--- src/rtl/spi_arb_pkg.sv ---
// Shared types and constants for the SPI memory arbiter.
package spi_arb_pkg;

    typedef enum logic {
        DUMMY,
        ACTIVE
    } arb_state_t;

    localparam logic [7:0]  IDLE_ADDR_DEFAULT = 8'hFF;
    localparam int unsigned MEM_DEPTH         = 32;

endpackage

--- src/rtl/spi_arbiter_if.sv ---
// Command/response bus between the arbiter (master) and the SPI memory interface (slave).
interface spi_arbiter_if;

    logic       spi_wr;
    logic [7:0] spi_addr;
    logic [7:0] spi_din;
    logic       spi_done;
    logic       spi_err;
    logic [7:0] spi_dout;

    modport master (
        output spi_wr, spi_addr, spi_din,
        input  spi_done, spi_err, spi_dout
    );

    modport slave (
        input  spi_wr, spi_addr, spi_din,
        output spi_done, spi_err, spi_dout
    );

endinterface

--- src/rtl/spi_rr_picker.sv ---
// Rotate-and-priority-encode: first set req bit at or after ptr (wrapping) wins.
module spi_rr_picker #(
    parameter int unsigned NREQ = 4,
    parameter int unsigned PW   = (NREQ > 1) ? $clog2(NREQ) : 1
) (
    input  logic [NREQ-1:0] req,
    input  logic [PW-1:0]   ptr,
    output logic [NREQ-1:0] win,
    output logic            valid
);

    always_comb begin
        int unsigned idx;
        idx   = 0;
        win   = '0;
        valid = 1'b0;
        for (int unsigned off = 0; off < NREQ; off++) begin
            idx = (32'(ptr) + off) % NREQ;
            if (!valid && req[PW'(idx)]) begin
                win[PW'(idx)] = 1'b1;
                valid         = 1'b1;
            end
        end
    end

endmodule

--- src/rtl/spi_arbiter.sv ---
// Arbiter sharing one SPI memory interface among NREQ requesters; a dummy read is presented when idle.
// SPI_ARB_RR_EN selects round-robin; undefined gives fixed priority (lowest index wins).
module spi_arbiter
    import spi_arb_pkg::*;
#(
    parameter int unsigned NREQ      = 4,
    parameter logic [7:0]  IDLE_ADDR = IDLE_ADDR_DEFAULT
) (
    input  logic              clk,
    input  logic              rst,
    input  logic [NREQ-1:0]   req,
    input  logic [NREQ-1:0]   req_wr,
    input  logic [8*NREQ-1:0] req_addr,
    input  logic [8*NREQ-1:0] req_din,
    output logic [NREQ-1:0]   gnt,
    output logic [NREQ-1:0]   rsp_valid,
    output logic [7:0]        rsp_dout,
    output logic              rsp_err,
    output logic              busy,
    spi_arbiter_if.master     spi
);

    localparam int unsigned PW = (NREQ > 1) ? $clog2(NREQ) : 1;

    arb_state_t      state_q, state_d;
    logic [NREQ-1:0] pick_win;
    logic            pick_valid;
    logic            sel_wr;
    logic [7:0]      sel_addr, sel_din;
    logic            cmd_wr, cmd_wr_d;
    logic [7:0]      cmd_addr, cmd_addr_d, cmd_din, cmd_din_d;
    logic [NREQ-1:0] gnt_d, rsp_valid_d;
    logic [7:0]      rsp_dout_d;
    logic            rsp_err_d, busy_d;

`ifdef SPI_ARB_RR_EN
    logic [PW-1:0] ptr;
    logic [PW-1:0] win_idx;

    always_comb begin
        win_idx = '0;
        for (int unsigned i = 0; i < NREQ; i++)
            if (pick_win[i]) win_idx = PW'(i);
    end

    // Pointer moves past the winner so the new owner ranks last next time.
    always_ff @(posedge clk or posedge rst) begin
        if (rst)
            ptr <= '0;
        else if (spi.spi_done && pick_valid)
            ptr <= (32'(win_idx) == NREQ - 1) ? '0 : PW'(win_idx + 1'b1);
    end
`else
    localparam logic [PW-1:0] ptr = '0;
`endif

    spi_rr_picker #(.NREQ(NREQ), .PW(PW)) u_picker (
        .req   (req),
        .ptr   (ptr),
        .win   (pick_win),
        .valid (pick_valid)
    );

    always_comb begin
        sel_wr   = 1'b0;
        sel_addr = '0;
        sel_din  = '0;
        for (int unsigned i = 0; i < NREQ; i++) begin
            if (pick_win[i]) begin
                sel_wr   = req_wr[i];
                sel_addr = req_addr[8*i +: 8];
                sel_din  = req_din[8*i +: 8];
            end
        end
    end

    // Command registers only move on spi_done; the interface re-reads them mid-transaction.
    always_comb begin
        state_d     = state_q;
        gnt_d       = gnt;
        rsp_valid_d = '0;
        rsp_dout_d  = rsp_dout;
        rsp_err_d   = rsp_err;
        busy_d      = busy;
        cmd_wr_d    = cmd_wr;
        cmd_addr_d  = cmd_addr;
        cmd_din_d   = cmd_din;
        if (spi.spi_done) begin
            if (state_q == ACTIVE) begin
                rsp_valid_d = gnt;
                rsp_dout_d  = spi.spi_dout;
                rsp_err_d   = spi.spi_err;
            end
            if (pick_valid) begin
                state_d    = ACTIVE;
                gnt_d      = pick_win;
                busy_d     = 1'b1;
                cmd_wr_d   = sel_wr;
                cmd_addr_d = sel_addr;
                cmd_din_d  = sel_din;
            end else begin
                state_d    = DUMMY;
                gnt_d      = '0;
                busy_d     = 1'b0;
                cmd_wr_d   = 1'b0;
                cmd_addr_d = IDLE_ADDR;
                cmd_din_d  = '0;
            end
        end
    end

    always_ff @(posedge clk or posedge rst) begin
        if (rst) begin
            state_q   <= DUMMY;
            gnt       <= '0;
            rsp_valid <= '0;
            rsp_dout  <= '0;
            rsp_err   <= 1'b0;
            busy      <= 1'b0;
            cmd_wr    <= 1'b0;
            cmd_addr  <= IDLE_ADDR;
            cmd_din   <= '0;
        end else begin
            state_q   <= state_d;
            gnt       <= gnt_d;
            rsp_valid <= rsp_valid_d;
            rsp_dout  <= rsp_dout_d;
            rsp_err   <= rsp_err_d;
            busy      <= busy_d;
            cmd_wr    <= cmd_wr_d;
            cmd_addr  <= cmd_addr_d;
            cmd_din   <= cmd_din_d;
        end
    end

    assign spi.spi_wr   = cmd_wr;
    assign spi.spi_addr = cmd_addr;
    assign spi.spi_din  = cmd_din;

endmodule

--- src/flat_wrapper.sv ---
// flat-port wrapper written by rule: the top's interface ports become plain ports
module spi_arbiter_flat import spi_arb_pkg::*;
#(
    parameter int unsigned NREQ      = 4,
    parameter logic [7:0]  IDLE_ADDR = IDLE_ADDR_DEFAULT
)
  (clk, rst, req, req_wr, req_addr, req_din, gnt, rsp_valid, rsp_dout, rsp_err, busy, spi_spi_wr, spi_spi_addr, spi_spi_din, spi_spi_done, spi_spi_err, spi_spi_dout);
  spi_arbiter_if spi_i ();
  input  logic clk;
  input  logic rst;
  input  logic [NREQ-1:0] req;
  input  logic [NREQ-1:0] req_wr;
  input  logic [8*NREQ-1:0] req_addr;
  input  logic [8*NREQ-1:0] req_din;
  output logic [NREQ-1:0] gnt;
  output logic [NREQ-1:0] rsp_valid;
  output logic [7:0] rsp_dout;
  output logic rsp_err;
  output logic busy;
  output wire logic [$bits(spi_i.spi_wr)-1:0] spi_spi_wr;
  output wire logic [$bits(spi_i.spi_addr)-1:0] spi_spi_addr;
  output wire logic [$bits(spi_i.spi_din)-1:0] spi_spi_din;
  input wire logic [$bits(spi_i.spi_done)-1:0] spi_spi_done;
  input wire logic [$bits(spi_i.spi_err)-1:0] spi_spi_err;
  input wire logic [$bits(spi_i.spi_dout)-1:0] spi_spi_dout;
  assign spi_spi_wr = spi_i.spi_wr;
  assign spi_spi_addr = spi_i.spi_addr;
  assign spi_spi_din = spi_i.spi_din;
  assign spi_i.spi_done = spi_spi_done;
  assign spi_i.spi_err = spi_spi_err;
  assign spi_i.spi_dout = spi_spi_dout;
  spi_arbiter #(.NREQ(NREQ), .IDLE_ADDR(IDLE_ADDR)) u_core (.clk(clk), .rst(rst), .req(req), .req_wr(req_wr), .req_addr(req_addr), .req_din(req_din), .gnt(gnt), .rsp_valid(rsp_valid), .rsp_dout(rsp_dout), .rsp_err(rsp_err), .busy(busy), .spi(spi_i));
endmodule
--- config.mk ---
export PLATFORM = sky130hd
export DESIGN_NAME = spi_arbiter_flat
export DESIGN_NICKNAME = d
export VERILOG_FILES = /design/src/rtl/spi_arb_pkg.sv /design/src/rtl/spi_arbiter_if.sv /design/src/rtl/spi_rr_picker.sv /design/src/rtl/spi_arbiter.sv /design/src/flat_wrapper.sv
export SDC_FILE = /design/constraint.sdc
export NUM_CORES = 1
export LEC_CHECK = 0
export ABC_AREA = 1
export CAP_MARGIN = 20
export CORE_MARGIN = 5
export CORE_UTILIZATION = 37
export DETAILED_ROUTE_END_ITERATION = 10
export PLACE_DENSITY_LB_ADDON = 0.05
export SLEW_MARGIN = 30
export SYNTH_ARGS = -nofsm -noshare
export SYNTH_HDL_FRONTEND = slang
export SYNTH_SLANG_ARGS = --single-unit
--- constraint.sdc ---
create_clock -name clk -period 1.45 [get_ports clk]
set_input_delay 0.29 -clock clk [delete_from_list [all_inputs] [get_ports clk]]
set_output_delay 0.29 -clock clk [all_outputs]
set_load 0.01 [all_outputs]
## After elaboration in Yosys (flattened, before gate mapping)

Index checks and enable logic that the tools add are counted.

| cells by class | value |
|---|---|
| reductions and logical operators | 7 |
| muxes and demuxes | 27 |

Operators by type and width:

| operator | count |
|---|---|
| 8-bit 2-to-1 mux | 10 |
| 4-bit 2-to-1 mux | 4 |
| 1-bit 2-to-1 mux | 11 |
| 1-bit logical AND | 3 |
| 1-bit zero test | 3 |
| 3-bit 2-to-1 mux | 1 |
| 2-bit 2-to-1 mux | 1 |
| 2-bit AND reduction | 1 |

| storage, ports and cells | value |
|---|---|
| output and inout bits | 35 |
| flip-flop bits (word level) | 35 |
| bits of input ports | 84 |
| word-level logic and storage cells | 42 |

## Logic depth before layout (Yosys ltp)

| logic depth | value |
|---|---|
| depth after elaboration | 15 |
| depth in mapped cells | 7 |
| gate-level depth less buffers | 6 |

## Cells and area by module

Synthesis repeated with hierarchy kept, for this count alone.

| unflattened totals | value |
|---|---|
| cells, all modules | 339 |
| area total of the unflattened synthesis | 2398.6 um^2 |

By module, submodules not included:

| module | times used | area each (um^2) | seq. area each (um^2) | cells an instance |
|---|---|---|---|---|
| spi_arbiter | 1 | 1979.4 | 885.8 | 263 |
| spi_rr_picker | 1 | 419.2 | 0.0 | 76 |

## Worst setup path after synthesis

Ideal clock, no wire load.

| timing | value |
|---|---|
| kind | reg2reg |
| start | register u_core.state_q |
| end | register u_core.rsp_dout[0] |
| cell stages (with the launch flop) | 4 |
| arrival | 0.985 ns |
| path slack | 0.340 ns |
| data required time | 1.325 ns |
| path buffers | 1 |
| setup time | 0.125 ns |
| period minus slack after synthesis | 1.110 ns |
| cells stage by stage | dfrtp_1 -> nand2_2 -> buf_6 -> mux2_2 |

| between the ends | value |
|---|---|
| word-level cells in the longest chain between the ends | 1 |

RTL lines:

| item | RTL line | text |
|---|---|---|
| from (decl) | spi_arbiter.sv:25 | `arb_state_t state_q, state_d;` |
| from (signal assigned) | spi_arbiter.sv:124 | `state_q <= state_d;` |
| 2-bit AND reduction (no line) | n/a |  |
| to (signal assigned) | spi_arbiter.sv:127 | `rsp_dout <= rsp_dout_d;` |
| to (decl) | spi_arbiter.sv:17 | `output logic [7:0] rsp_dout,` |

No other way between the ends.
A chain may end at the register's enable or synchronous reset.

## Worst setup path after layout

| timing | value |
|---|---|
| start | register u_core.cmd_addr[4] (netlist: u_core.spi.spi_addr[4]) |
| end | output spi_spi_addr[4] |

RTL lines:

| item | RTL line | text |
|---|---|---|
| from (decl) | spi_arbiter.sv:31 | `logic [7:0] cmd_addr, cmd_addr_d, cmd_din, cmd_din_d;` |
| from (signal assigned) | spi_arbiter.sv:131 | `cmd_addr <= cmd_addr_d;` |
| to (decl) | flat_wrapper.sv:21 | `output wire logic [$bits(spi_i.spi_addr)-1:0] spi_spi_addr;` |

No word-level cell between the ends.

==> run summary <==
Status: complete, no violations
WL/cell: 12.91 µm
Antenna Nets Post-Route: 0
HP Class: in2async
P per Cell Area: 785.9 nW/µm²
Synth top cells by count: nand2_1, nor2_1, dfrtp_1
Synth Instances: 254
1st-iter DRT viols: 74
IO Count: 119
Setup_tns: 0 ns
1st-pass router iterations: 4
Total global routing overflow: 0
Maximum vdd drop: 0.4356 mV
Clk Latency, worst-skew pair: 0.28 ns
Number of global-route vias before repair: 2060
Layout Skew: 0.003611 ns
FMAX: 722.3 MHz
Max-cap violation count: 0
GPL Wtd Cong: 0.8290
Final setup violating endpoints: 0
Chip Height: 81.86 µm
Multiplexer area fraction after synthesis: 0.05305
Worst EP arrival: 1.09 ns
Period minus WS final: 1.385 ns
CTS tree: done
EDFF count, synth: 0
Crit path max-delay family: flip-flops
H-tree lvl count: 2
Post-Synth XOR/XNOR Area: 0
Most numerous cell in the Yosys netlist: nand2_1
CP max stage delay: 0.54 ns
Detailed-route vias per instance: 4.452
Layout cells sized above 1: 0.1333
Final nets: 473
Post-synthesis compound-gate area fraction: 0.03143
Final Max Tran Viols: 0
#FFs+latches synth: 35
Placed Instances: 452
Finished Layout Cells: 460
Final period utilization: 0.9549
Top cell type by total area after synthesis: dfrtp_1
Critical path startpoint category: flip-flop
Post-synthesis adder-cell area fraction: 0
Cell Chain, Critical Path: dlygate4sd2_1
Mapped Area: 1911 µm²
Critical-path maximum fanout: 2
Top post-synthesis cells by area: dfrtp_1, nand2_1, nor2_1, dfstp_2, mux2_2
DRC Markers: 0
Post-synthesis simple-gate area fraction: 0.3602
Die width: 81.86 µm
Syn Nets: 338
Final hold viol count: 0
Root Buffer: clkbuf_8
CP Buf/Inv Count: 1
Final hold slack: 0.3545 ns
Port Buffers: 118
Final Instance Area: 3353 µm²
CP max-delay cell: dfstp_2
Via count: 2048
Area fraction of the dominant cell type after synthesis: 0.3536
Main combinational cell family by area after synthesis: simple AND/OR/NAND/NOR gates
First-pass GRT wire length: 9584 µm
Post-synthesis area per instance: 7.522 µm²
Largest net degree at the start of global routing: 36
Rel. slew slack: 0.8049
Post-route setup slack: 0.06544 ns
Leak pwr: 0.001710 µW
Clk sinks: 35
Transition time of the tightest slew-check pin: 0.2916 ns
Ys flop type: dfrtp_1
Critical path class: reg2out
Yosys warns: 0
CP Capture Type: output pin
CTS clk-pin slew, worst paths: 0.08 ns
Routed WL: 5938 µm
Ys async rst share: 1.000
Detailed placer's ending HPWL: 4637 µm
Layout area overhead: 75.51%
Worst slack at placement: -0.1815 ns
Cts bufs inserted: 5
Unique cell type count in the Yosys netlist: 20
# rows: 26
Placed standard-cell area: 3293 µm²
# fillers: 479
Initial antenna violation count: 0
Seq/Total Area, Yosys: 0.4637
GRT Resource Usage Total: 0.1863
Unrepaired setup endpoints after global routing: no
Antenna cells: 0
CP Data Required Time: 1.16 ns
CORE AREA: 5075 µm²
CTS Hold Bufs: 0
Effective utilization at floorplan: 0.3765
CTS Buffer Depth: 2
Die Area: 6701 µm²
==> cell type report <==
type	instances	area (µm²)	share of cell area
Timing Repair Buffer	139	1348	0.4019
Sequential cell	35	885.9	0.2642
Multi-Input combinational cell	183	849.6	0.2534
Inverter	25	93.84	0.02799
Tap cell	70	87.58	0.02612
Clock buffer	5	68.82	0.02052
Clock inverter	3	20.02	0.005970
==> stage by stage <==
step,util,total power (µW)
after floorplan,-,1494
after global placement,0.6489,2044
after detailed placement,0.6489,2053
after CTS,0.6588,2684
after global routing,0.6608,2820
final,0.6608,2635
==> metal layers <==
| layer | global-route usage | wire (µm) |
|---|---|---|
| met1 | 0.2288 | 2450 |
| met2 | 0.3247 | 2923 |
| met3 | 0.05044 | 526 |
| met4 | 0.04153 | 38 |
| met5 | 0 | 0 |
==> cells in the final DEF (no fill, tap or decap), drive strengths merged, types with 4 or more instances in the layout <==
cell / Yosys / final
clkdlybuf4s50: 0 / 83
nand2: 78 / 78
buf: 7 / 21
clkbuf: 4 / 5
dfstp: 8 / 8
nand4: 9 / 9
o21ai: 4 / 4
a21oi: 8 / 8
nor2: 64 / 64
dlymetal6s2s: 0 / 4
dfrtp: 27 / 27
mux2: 9 / 9
nand3: 11 / 11
inv: 25 / 25
dlygate4sd2: 0 / 31
==> repair_timing <==
action / 4_1_cts / 5_1_grt
gates resized for setup: 31 / 4
endpoints found under the setup margin: 31 / 4
buffers inserted: 0 / 0
==> path summary, 6_finish.rpt <==
path,from,endpoint,slack [ns],cells after the start
min in group clk,u_core.spi.spi_din[1],u_core.spi.spi_din[1],0.48,2
max in group asynchronous,rst,u_core.spi.spi_addr[0],0.84,3
worst max register to register,u_core.state_q,u_core.rsp_dout[1],0.30,2
worst min-delay path,rst,u_core.rsp_dout[0],0.35,3
worst min register to register,u_core.spi.spi_din[1],u_core.spi.spi_din[1],0.48,2
worst max-delay path,u_core.spi.spi_addr[4],spi_spi_addr[4],0.07,1
==> power breakdown <==
group | total [µW] | switching, µW | internal [µW]
combinational | 784 | 329 | 455
clock | 693 | 359 | 334
sequential | 1160 | 51.5 | 1110
==> registers in the layout, indices dropped and copies added (netlist names) <==
register             count
u_core.spi.spi_din       8
u_core.rsp_err           1
u_core.gnt               4
u_core.spi.spi_wr        1
u_core.state_q           1
u_core.spi.spi_addr      8
u_core.rsp_dout          8
u_core.rsp_valid         4
==> tightest hold or removal path, stage by stage <==
cell             delay (ns)
clkdlybuf4s50_1        0.40
inv_1                  0.09
buf_12                 0.22
==> logic make-up (layout without fill, tap and decap cells) <==
logic type / count (synthesis) / count (layout)
DFF: 35 / 35
and+or+nand+nor: 162 / 162
AOI/OAI and AO/OA: 12 / 12
buffers and inverters: 36 / 172
muxes: 9 / 9
No activity file was read; power rests on OpenSTA's default activity.
